$ cat config.mk
export PLATFORM = sky130hd
export DESIGN_NAME = wb_cmd_master
export DESIGN_NICKNAME = d
export VERILOG_FILES = /design/src/rtl/wb_cmd_master.sv
export SDC_FILE = /design/constraint.sdc
export NUM_CORES = 1
export LEC_CHECK = 0
export BUFFER_PORTS_ARGS = -buffer_cell sky130_fd_sc_hd__buf_2
export CAP_MARGIN = 20
export CORE_ASPECT_RATIO = 0.6
export CORE_MARGIN = 4
export CORE_UTILIZATION = 45
export DETAILED_ROUTE_END_ITERATION = 16
export PLACE_DENSITY = 0.86
export SYNTH_ARGS = -nofsm -noshare
export SYNTH_HDL_FRONTEND = slang
export SYNTH_SLANG_ARGS = --single-unit
$ cat constraint.sdc
create_clock -name wb_clk_i -period 2.1 [get_ports wb_clk_i]
set_input_delay 0.42 -clock wb_clk_i [delete_from_list [all_inputs] [get_ports wb_clk_i]]
set_output_delay 0.42 -clock wb_clk_i [all_outputs]
set_load 0.01 [all_outputs]
$ cat src/rtl/wb_cmd_master.sv
// Wishbone classic single-beat initiator fed by a valid/ready command channel.
// Results (read data or timeout error) are returned on a valid/ready response channel.
module wb_cmd_master #(
    parameter int unsigned ADDR_W         = 32,
    parameter int unsigned DATA_W         = 32,
    parameter int unsigned TIMEOUT_CYCLES = 16
) (
    input  logic                wb_clk_i,
    input  logic                wb_rst_ni,
    input  logic                cmd_valid,
    output logic                cmd_ready,
    input  logic                cmd_we,
    input  logic [ADDR_W-1:0]   cmd_adr,
    input  logic [DATA_W-1:0]   cmd_dat,
    input  logic [DATA_W/8-1:0] cmd_sel,
    output logic                rsp_valid,
    input  logic                rsp_ready,
    output logic [DATA_W-1:0]   rsp_dat,
    output logic                rsp_err,
    output logic                wbm_cyc_o,
    output logic                wbm_stb_o,
    output logic                wbm_we_o,
    output logic [DATA_W/8-1:0] wbm_sel_o,
    output logic [ADDR_W-1:0]   wbm_adr_o,
    output logic [DATA_W-1:0]   wbm_dat_o,
    input  logic                wbm_ack_i,
    input  logic [DATA_W-1:0]   wbm_dat_i
);

    localparam int unsigned SEL_W  = DATA_W / 8;
    localparam int unsigned CNT_W  = (TIMEOUT_CYCLES > 1) ? $clog2(TIMEOUT_CYCLES) : 1;
    localparam bit          TMO_EN = (TIMEOUT_CYCLES != 0);
    localparam int unsigned TMO_LAST_I = TMO_EN ? TIMEOUT_CYCLES - 1 : 0;
    localparam logic [CNT_W-1:0] TMO_LAST = CNT_W'(TMO_LAST_I);

    typedef enum logic [1:0] {
        S_IDLE = 2'd0,
        S_BUS  = 2'd1,
        S_RESP = 2'd2
    } state_t;

    state_t             r_state;
    state_t             w_state_nxt;
    logic               w_accept;
    logic               w_ack;
    logic               w_timeout;
    logic               w_rsp_done;

    logic               r_stb;
    logic               r_we;
    logic [ADDR_W-1:0]  r_adr;
    logic [DATA_W-1:0]  r_dat;
    logic [SEL_W-1:0]   r_sel;
    logic [CNT_W-1:0]   r_cnt;
    logic               r_rsp_valid;
    logic [DATA_W-1:0]  r_rsp_dat;
    logic               r_rsp_err;

    always_ff @(posedge wb_clk_i or negedge wb_rst_ni) begin
        if (!wb_rst_ni) begin
            r_state <= S_IDLE;
        end else begin
            r_state <= w_state_nxt;
        end
    end

    // Ack is tested before the timeout so a same-edge ack completes cleanly.
    always_comb begin
        w_state_nxt = r_state;
        w_accept    = 1'b0;
        w_ack       = 1'b0;
        w_timeout   = 1'b0;
        w_rsp_done  = 1'b0;
        unique case (r_state)
            S_IDLE: begin
                if (cmd_valid) begin
                    w_accept    = 1'b1;
                    w_state_nxt = S_BUS;
                end
            end
            S_BUS: begin
                if (wbm_ack_i) begin
                    w_ack       = 1'b1;
                    w_state_nxt = S_RESP;
                end else if (TMO_EN && (r_cnt == TMO_LAST)) begin
                    w_timeout   = 1'b1;
                    w_state_nxt = S_RESP;
                end
            end
            S_RESP: begin
                if (rsp_ready) begin
                    w_rsp_done  = 1'b1;
                    w_state_nxt = S_IDLE;
                end
            end
            default: w_state_nxt = S_IDLE;
        endcase
    end

    always_ff @(posedge wb_clk_i or negedge wb_rst_ni) begin
        if (!wb_rst_ni) begin
            r_stb       <= 1'b0;
            r_we        <= 1'b0;
            r_adr       <= '0;
            r_dat       <= '0;
            r_sel       <= '0;
            r_cnt       <= '0;
            r_rsp_valid <= 1'b0;
            r_rsp_dat   <= '0;
            r_rsp_err   <= 1'b0;
        end else begin
            if (w_accept) begin
                r_stb <= 1'b1;
                r_we  <= cmd_we;
                r_adr <= cmd_adr;
                r_dat <= cmd_dat;
                r_sel <= cmd_sel;
                r_cnt <= '0;
            end
            if ((r_state == S_BUS) && !w_ack && !w_timeout && (r_cnt != '1)) begin
                r_cnt <= r_cnt + 1'b1;
            end
            if (w_ack) begin
                r_stb       <= 1'b0;
                r_rsp_valid <= 1'b1;
                r_rsp_err   <= 1'b0;
                r_rsp_dat   <= r_we ? '0 : wbm_dat_i;
            end
            if (w_timeout) begin
                r_stb       <= 1'b0;
                r_rsp_valid <= 1'b1;
                r_rsp_err   <= 1'b1;
                r_rsp_dat   <= '0;
            end
            if (w_rsp_done) begin
                r_rsp_valid <= 1'b0;
            end
        end
    end

    assign cmd_ready = (r_state == S_IDLE);
    assign wbm_cyc_o = r_stb;
    assign wbm_stb_o = r_stb;
    assign wbm_we_o  = r_we;
    assign wbm_adr_o = r_adr;
    assign wbm_dat_o = r_dat;
    assign wbm_sel_o = r_sel;
    assign rsp_valid = r_rsp_valid;
    assign rsp_dat   = r_rsp_dat;
    assign rsp_err   = r_rsp_err;

endmodule

==> results by group <==
Routing
  • Final WL: 9940 µm
  • Vias per cell: 4.97
  • Vias: 2,908
  • First-pass DRT Iterations: 4
  • DRC: 0
  • Per-cell routed wire length: 17.0 µm
  • DRT antenna net count: 0
  • DR iter-0 viols: 95

Layout
  • Commonest non-fill, non-tap cell in the layout: buf_2
  • Core Util, Final: 0.637
  • Multi-input gate area: 0.00126 mm²
  • Diode count: 0
  • Fillers: 674
  • Finished Cell Area: 0.00556 mm²
  • Fraction of layout cells with a size suffix above 1: 0.607
  • Sequential Area: 0.00275 mm²
  • Area delta synth->final: 35.0%
  • Most frequent cells in the layout: buf_2 (210), dfrtp_1 (110), mux2_2 (53)
  • Post-layout nets: 575

STA
  • Tightest Pin Transition: 0.570 ns
  • Top achievable clock speed: 0.598 GHz
  • Pins Over Slew Limit: 0
  • Hold slack: 0.146 ns
  • Sum Neg Setup Slack: 0 ns
  • RSZ-0062 raised after global routing: no
  • Min cycle time layout: 1.67 ns
  • Fin crit share: 0.796
  • Rel. slew slack: 0.620
  • Endpoints failing setup: 0
  • Worst Skew: 0.00550 ns
  • Final Hold Fails: 0

Worst setup path
  • WS Path Type: reg2reg
  • Critical path's top delay family: flip-flops
  • Critical-path cell list: ha_1 -> and3_1 -> o21ai_2 -> buf_4 -> o21ai_0
  • Critical path fanouts, max: 35
  • Sum of buffers and inverters on the critical path: 1
  • CP required: 2.30 ns
  • Slowest cell on the critical path: dfrtp_1
  • CP Launch Type: flop
  • CP peak stage delay: 0.41 ns
  • Crit path DAT: 1.87 ns
  • Critical path capture point type: flop

Floorplan
  • Chip Width: 131 µm
  • Core area: 0.00872 mm²
  • Initial Util: 0.472
  • Io pins: 212
  • Row Count: 26
  • Die area: 0.0108 mm²
  • Die span in y: 82.1 µm

Place
  • GPL Wtd Cong: 0.750
  • I/O Buffers: 211
  • Placed Area: 0.00528 mm²
  • DP Wirelength: 7440 µm

Flow run
  • Max-Cap Viols: 0

Pwr
  • Pwr dens: 1540 mW/mm²
  • Worst ir drop on vdd: 0.734 mV
  • Leak Pwr: 0.00286 µW

Global route
  • Global-route wire length before repair: 15,800 µm
  • Initial antenna violation count: 1
  • Total track usage: 0.186
  • Largest net degree at the start of global routing: 111
  • Vias in the first global route: 3,107
  • Global route total overflow: 0

Yosys
  • Share of the synthesized area in the top cell type: 0.669
  • Cells after Synth: 260
  • Syn Area/Cell: 15.8 µm²
  • Post-synth ARST share: 1.00
  • Unique cell type count in the Yosys netlist: 30
  • Synth Cell Area: 0.00411 mm²
  • Top cells by area, synth: dfrtp_1 (67%), mux2_2 (15%), a22o_1 (6.8%), mux2_1 (4.4%), buf_2 (1.7%)
  • Ys flop type: dfrtp_1
  • Post-synth EDFFs: 0
  • Post-synth top area cell: dfrtp_1
  • Syn Nets: 367
  • Synth Register Bits: 110
  • Sequential share of the synthesized area: 0.669
  • Syn. warnings: 0

Clocking
  • CTS max path bufs: 2
  • Root Buffer Master: clkbuf_16
  • Reg clk slew, reported paths: 0.07 ns
  • Postcts setup bufs: 0
  • Post-CTS sizing: 0
  • Hold-fix buffers at CTS: 0
  • Total CTS buffers: 9
  • Clk sinks: 110
  • H-tree depth: 3
  • Clock insertion delay at the later pin of the skew report: 0.34 ns
  • CTS tree: yes

Min path
  • Worst Hold Class: in2async

Run status
  • Status: complete, no violations
## cells in the mapped netlist (2+ instances only)
cell type / count
or3b_1: 2
o21ai_0: 2
dfrtp_1: 110
clkbuf_1: 3
o211ai_1: 2
o21ai_1: 2
mux2_2: 53
a22o_1: 32
buf_2: 14
mux2_1: 16
inv_1: 4
a21oi_1: 2
## per-stage QoR
stage | worst slack [ns] | cells | total power (µW)
finish | 0.429 | 585 | 8540
global route | 0.345 | 585 | 9130
global placement | 0.433 | 569 | 6900
detailed placement | 0.394 | 569 | 7080
floorplan | 0.520 | 260 | 5560
CTS | 0.404 | 585 | 8680
## sequential cells by signal (all words and copies together) (netlist names)
| register | count |
|---|---|
| rsp_valid | 1 |
| wbm_we_o | 1 |
| wbm_dat_o | 32 |
| r_state | 2 |
| rsp_err | 1 |
| wbm_sel_o | 4 |
| r_cnt | 4 |
| wbm_adr_o | 32 |
| rsp_dat | 32 |
| wbm_cyc_o | 1 |
## cells by family (layout without fill, tap and decap cells)
logic type / after synthesis / in the layout / share of synthesized area
DFF: 110 / 110 / 0.669
and+or+nand+nor: 12 / 12 / 0.0210
xor gates and xnor gates: 1 / 1 / 0.00213
AOI/OAI and AO/OA: 44 / 44 / 0.0882
muxes: 70 / 70 / 0.191
adders and majority gates: 1 / 1 / 0.00304
buffers and inverters: 22 / 235 / 0.0252
## final timing paths
check	from	end	slack, ns	depth (start not counted)
setup / recovery	r_cnt[0]	r_state[1]	0.43	5
hold / removal	wb_rst_ni	rsp_dat[5]	0.15	2
setup reg to reg	r_cnt[0]	r_state[1]	0.43	5
hold reg to reg	wbm_dat_o[10]	wbm_dat_o[10]	0.49	1
max in group asynchronous	wb_rst_ni	wbm_adr_o[28]	1.52	2
min in group wb_clk_i	cmd_dat[24]	wbm_dat_o[24]	0.28	2
## where the power goes
part           total (µW)  switching [µW]  internal, µW
logic                3330            1630          1710
clock network        1560             746           814
registers            3650             518          3130
## per-layer routing
| layer | track usage | routed length [µm] | up-vias |
|---|---|---|---|
| met5 | 0 | 13 | - |
| met1 | 0.220 | 3910 | 1399 |
| met3 | 0.0863 | 1010 | 13 |
| met4 | 0.0472 | 106 | 2 |
| li1 | - | - | 1359 |
| met2 | 0.314 | 4900 | 135 |
## layout make-up
class / instances / area share
sequential: 110 / 0.495
multi-input combinational: 128 / 0.227
timing repair buffer: 215 / 0.200
clock buffer: 10 / 0.0412
tap: 112 / 0.0252
clock inverter: 6 / 0.00811
inverter: 4 / 0.00270
Power figures use the tool's default switching activity.
